==> src/rtl/seq_match_logger.sv <==
// Match-event logger: timestamps each z pulse into a FIFO drained through a
// valid/ready port, and keeps saturating match and drop statistics.
module seq_match_logger #(
  parameter int DEPTH = 8,
  parameter int TS_W  = 16
) (
  input  logic                     clk,
  input  logic                     rst,
  input  logic                     z,
  input  logic                     clr,
  input  logic                     ev_ready,
  output logic                     ev_valid,
  output logic [TS_W-1:0]          ev_ts,
  output logic [$clog2(DEPTH):0]   level,
  output logic [15:0]              match_count,
  output logic [7:0]               drop_count,
  output logic                     overflow
);
  localparam int AW = $clog2(DEPTH);
  localparam int LW = AW + 1;

  logic [TS_W-1:0] ts;
  logic [TS_W-1:0] mem [DEPTH];
  logic [AW-1:0]   rd_ptr;
  logic [AW-1:0]   wr_ptr;
  logic            full;
  logic            pop;
  logic            push;
  logic            drop;

  // Handshake: the head entry is transferred in every cycle where
  // ev_valid && ev_ready; ev_valid never depends on ev_ready, and ev_ts
  // holds the head entry unchanged until it is transferred.
  assign ev_valid = (level != '0);
  assign full     = (level == LW'(DEPTH));
  assign pop      = ev_valid && ev_ready;
  // A pop in the same cycle frees the slot, so a full FIFO can still accept.
  assign push     = z && (!full || pop);
  assign drop     = z && full && !pop;
  assign ev_ts    = ev_valid ? mem[rd_ptr] : '0;

  always_ff @(posedge clk) begin
    if (!rst && !clr && push) begin
      mem[wr_ptr] <= ts;
    end
  end

  always_ff @(posedge clk) begin
    if (rst) begin
      ts          <= '0;
      rd_ptr      <= '0;
      wr_ptr      <= '0;
      level       <= '0;
      match_count <= '0;
      drop_count  <= '0;
      overflow    <= 1'b0;
    end else begin
      ts <= ts + 1'b1;
      if (clr) begin
        rd_ptr      <= '0;
        wr_ptr      <= '0;
        level       <= '0;
        match_count <= '0;
        drop_count  <= '0;
        overflow    <= 1'b0;
      end else begin
        if (push) wr_ptr <= wr_ptr + 1'b1;
        if (pop)  rd_ptr <= rd_ptr + 1'b1;
        case ({push, pop})
          2'b10:   level <= level + 1'b1;
          2'b01:   level <= level - 1'b1;
          default: level <= level;
        endcase
        if (z && (match_count != 16'hFFFF)) match_count <= match_count + 1'b1;
        if (drop && (drop_count != 8'hFF)) drop_count <= drop_count + 1'b1;
        if (drop) overflow <= 1'b1;
      end
    end
  end
endmodule
==> config.mk <==
export PLATFORM = sky130hd
export DESIGN_NAME = seq_match_logger
export DESIGN_NICKNAME = d
export VERILOG_FILES = /design/src/rtl/seq_match_logger.sv
export SDC_FILE = /design/constraint.sdc
export NUM_CORES = 1
export LEC_CHECK = 0
export ABC_AREA = 0
export CAP_MARGIN = 30
export CORE_AREA = 2 2 149 93
export DETAILED_ROUTE_END_ITERATION = 6
export DIE_AREA = 0 0 151 95
export GPL_ROUTABILITY_DRIVEN = 0
export HOLD_SLACK_MARGIN = 0.02
export PLACE_DENSITY = 0.78
export SYNTH_ARGS = -nofsm -noshare
export SYNTH_HDL_FRONTEND = slang
export SYNTH_SLANG_ARGS = --single-unit
==> constraint.sdc <==
create_clock -name clk -period 4.2 [get_ports clk]
set_input_delay 0.84 -clock clk [delete_from_list [all_inputs] [get_ports clk]]
set_output_delay 0.84 -clock clk [all_outputs]
set_load 0.01 [all_outputs]
# After elaboration in Yosys (flattened, before gate mapping)
# Memory sizes are Yosys's and may differ from the RTL's. A register that Yosys moved wholly into a read port is not among the register bits.
# Index checks and enable logic that the tools add are counted.
# word_totals
ram_bits	128
inputBits	5
out_inout_bits	46
elab_cells	42
n_memories	1
register_bits	51
# memory_table
name	depth	word_bits	rd	rd_clocked_by_memory_dff	wr	line_no	source
mem	8	16	1	1	1	23	logic [TS_W-1:0] mem [DEPTH];
# op_classes
n_eq_ne	5
addsub	7
n_mux	6
reduce_logical	16
# op_table
cell	n
adder 16 x 1 -> 16 bit, second input constant	2
2-to-1 mux 16 bit	1
inequality test 16 bit, second input constant	1
adder 8 x 1 -> 8 bit, second input constant	1
logical AND 1 bit	8
inequality test 8 bit, second input constant	1
one-hot mux 4 bit (2 select lines)	1
adder 3 x 1 -> 3 bit, second input constant	2
2-to-1 mux 3 bit	2
adder 4 x 1 -> 4 bit, second input constant	1
equality test 4 bit, second input constant	1
logical NOT 1 bit	4
nonzero test 4 bit	1
subtractor 4 x 1 -> 4 bit, second input constant	1
equality test 2 x 1 -> 1 bit, second input constant	1
equality test 2 bit, second input constant	1
2-to-1 mux 1 bit	2
nonzero test 2 bit	1
OR reduction 2 bit	1
logical OR 1 bit	1

# Longest topological paths before layout
# depth
word_depth	7
ltp_mapped	8
mapped_depth_nobuf	7

# Worst setup path before layout
# OpenSTA, ideal clock, no wires.
# synth_timing
path_kind	input -> register
startpoint	input port ev_ready
endpoint	memory mem[1][0], enable pin
stages	5
slack_ns	0.395
setup_time_ns	0.430
t_arrival_ns	3.375
t_required_ns	3.770
path_buffers	1
path_cell_list	clkbuf_1 inv_1 a31oi_1 nand2_1 nor4_1
# synth_via
elab_chain_len	6
# synth_rtl
item	line_no	source
start, declared	11	input logic ev_ready,
logical AND 1 bit	36	assign pop = ev_valid && ev_ready;
logical OR 1 bit	38	assign push = z && (!full || pop);
logical AND 1 bit	38	
logical AND 1 bit	43	if (!rst && !clr && push) begin
2-to-1 mux 1 bit	43	
2-to-1 mux 1 bit (implied by the code)	44	mem[wr_ptr] <= ts;
end, declared	23	
# No other way between the ends.

==> flow_summary.toml <==
[synthesis]
yosysSeqAreaShare = 0.665
ys_top_cells_by_area = "edfxtp_1 (52%), dfxtp_1 (15%), mux4_2 (9.7%)"
syn_inst = 512
yosys_warnings = 0
yosysTopAreaCellShare = 0.519
synthesis.nets = 523
synth_common_cells = "edfxtp_1 (128), dfxtp_1 (54), nor2_1 (50), mux4_2 (32), nand2_1 (26)"
syn_area_per_cell_sq_um = 14.5
ys_types = 50
synthMostInstantiatedCell = "edfxtp_1"
synth_flop_cell = "edfxtp_1"
synth-edff-count = 128
ys_ff_latch = 182
synthArstFlopShare = 0
netlist_area_sq_um = 7400
synth_top_cell_by_area = "edfxtp_1"

[clocking]
cts_tree = "done"
postCtsSetupRepairBufs = 0
cts_buffers = 17
cts.htree.levels = 4
cts_root_buf = "clkbuf_16"
clockBufferDepth = 2
clk_latency_ns = 0.43
cts.clk_slew.worst_paths_ns = 0.07
cts_sinks = 182
ctsResizeCount = 0
hold_buffers = 0

[detailed_routing]
via_count = 4627
drt_pre_antenna_iters = 5
drt_wl_total_um = 15100
drt-initial-drc-count = 347
wl_per_cell_um = 19.8
drcViolationCount = 0
avgViaCountPerCell = 6.08
final_antenna_net_count = 0

[critical_path]
cp-start-kind = "register"
r2r_slack_ns = 1.79
critPathKind = "register to output pin"
reg2reg_depth = 5
r2r_end = "mem[5][2]"
path_max_fanout = 32
worstPathRequired_ns = 3.36
r2r_start = "level[1]"
end_kind = "output pin"
worstPathArrival_ns = 2.61

[global_route]
grt_pass1_vias = 4431
grt.overflow.total = 0
use_met3 = 0.0483
antenna_found_initial = 0
grtUsageMet2 = 0.355
grt_max_degree = 33
grtUsageMet1 = 0.335
grt_busiest_layer = "met2"
grt_pass1_wl_um = 24200
track_usage = 0.231

[timing]
finClkSkew_ns = 0.0112
hold_violations = 0
drv_slew = 0
tns_ns = 0
rsz0062_at_grt = "no"
setup_viol = 0
max-slew-margin-rel = 0.539
max_freq_mhz = 290
min_period_over_period = 0.822
period_needed_ns = 3.45
tightest_slew_ns = 0.682
worst_slack_ns = 0.747

[placement]
dp_hpwl_um = 9300
dp_slack_ns = 0.925
dpl.cell_count = 729
placed_area_sq_um = 8170
port_buffers = 50

[layout]
regArea_sq_um = 4930
fin_nets = 584
final_core_util = 0.667
num_antenna_cells = 0
syn2layout_area_growth_pct = 18.3
multi_input_area_sq_um = 2380
layout-drive-gt1-share = 0.159
fill_cells = 902
final_cell_count_no_fill = 761
finalInstanceArea_sq_um = 8760

[floorplanning]
core_sq_um = 13100
rows = 33
io_pins = 51
die_h_um = 95
die_area_sq_um = 14300
die_w_um = 151
start_util = 0.564

[hold_path]
hold_path.class = "register to register"
hp-start = "rd_ptr[1]"
hold_depth = 2

[power]
ir_worst_vdd_v = 0.000317
power_per_cell_area_nw_per_um2 = 411
p_leak_uw = 0.00276

[flow_run]
drv_cap = 0

[run_status]
status = "completed"
layer usage:
layer,share of wire,vias up
met2,0.47,173
met4,0.012,0
met5,0,-
met1,0.46,2310
met3,0.060,17
li1,-,2127
power breakdown:
| group | switching [uW] | total (uW) | internal [uW] | leakage [uW] |
|---|---|---|---|---|
| Combinational | 62.8 | 116 | 53.6 | 0.000859 |
| Clock | 715 | 1560 | 840 | 0.000271 |
| Sequential | 13.3 | 1930 | 1910 | 0.00163 |
worst max path at each step:
| stage | from | end | depth (start not counted) |
|---|---|---|---|
| after floorplan | ev_ready | mem[1][0] | 5 |
| after global placement | ev_ready | mem[1][10] | 6 |
| after detailed placement | ev_ready | mem[5][4] | 6 |
| after CTS | register | ev_ts[12] | 5 |
| after global routing | register | ev_ts[14] | 5 |
| final | register | ev_ts[12] | 5 |
worst max-delay path: stages (launching register included):
cell             delay [ns]
dfxtp_2                0.32
buf_4                  0.52
mux4_2                 0.59
mux2i_1                0.17
nor2_1                 0.07
clkdlybuf4s50_1        0.49
kinds of logic (layout without fill, tap and decap cells):
logic type / count (synthesis) / in the layout / share of synthesized area
XOR/XNOR: 16 / 16 / 0.0189
multiplexers: 53 / 53 / 0.126
buffers and inverters: 33 / 107 / 0.0178
AND/OR/NAND/NOR: 157 / 157 / 0.106
flip-flops: 182 / 182 / 0.665
AO/OA/AOI/OAI: 65 / 65 / 0.0560
adder cells (fa/ha/maj): 6 / 6 / 0.0101
metrics by stage:
stage,hold slack [ns],power [uW]
2_1_floorplan,0.454,2030
3_3_place_gp,0.450,2080
3_5_place_dp,0.477,2080
4_1_cts,0.495,3630
5_1_grt,0.527,3710
6_report,0.499,3600
state kept, by name, summed over array words and instances (netlist names), named ones only:
register / flops
level: 4
match_count: 16
overflow: 1
rd_ptr: 3
drop_count: 8
mem: 128
wr_ptr: 3
ts: 16
area by class of cell:
class	count	share of cell area
clock buffer	17	0.0486
multi-input combinational	297	0.271
timing repair buffer	65	0.0700
sequential	182	0.563
inverter	10	0.00429
clock inverter	15	0.0181
tap	175	0.0250
layout by cell type, fill, tap and decap left out, drive strengths merged, types with 2 or more instances in the layout:
master and n:
a211oi 6, a21oi 21, a31o 2, a31oi 5
and3 4, and4 2, buf 15, clkbuf 17
clkdlybuf4s50 50, clkinvlp 5, dfxtp 54, edfxtp 128
ha 6, inv 18, mux2i 20, mux4 32
nand2 26, nand2b 3, nand3 17, nand3b 2
nand4 7, nor2 51, nor3 15, nor4 8
o21ai 15, o31ai 3, o41ai 3, or3 10
or4 6, xnor2 11, xor2 5
(Power assumes the default switching activity.)
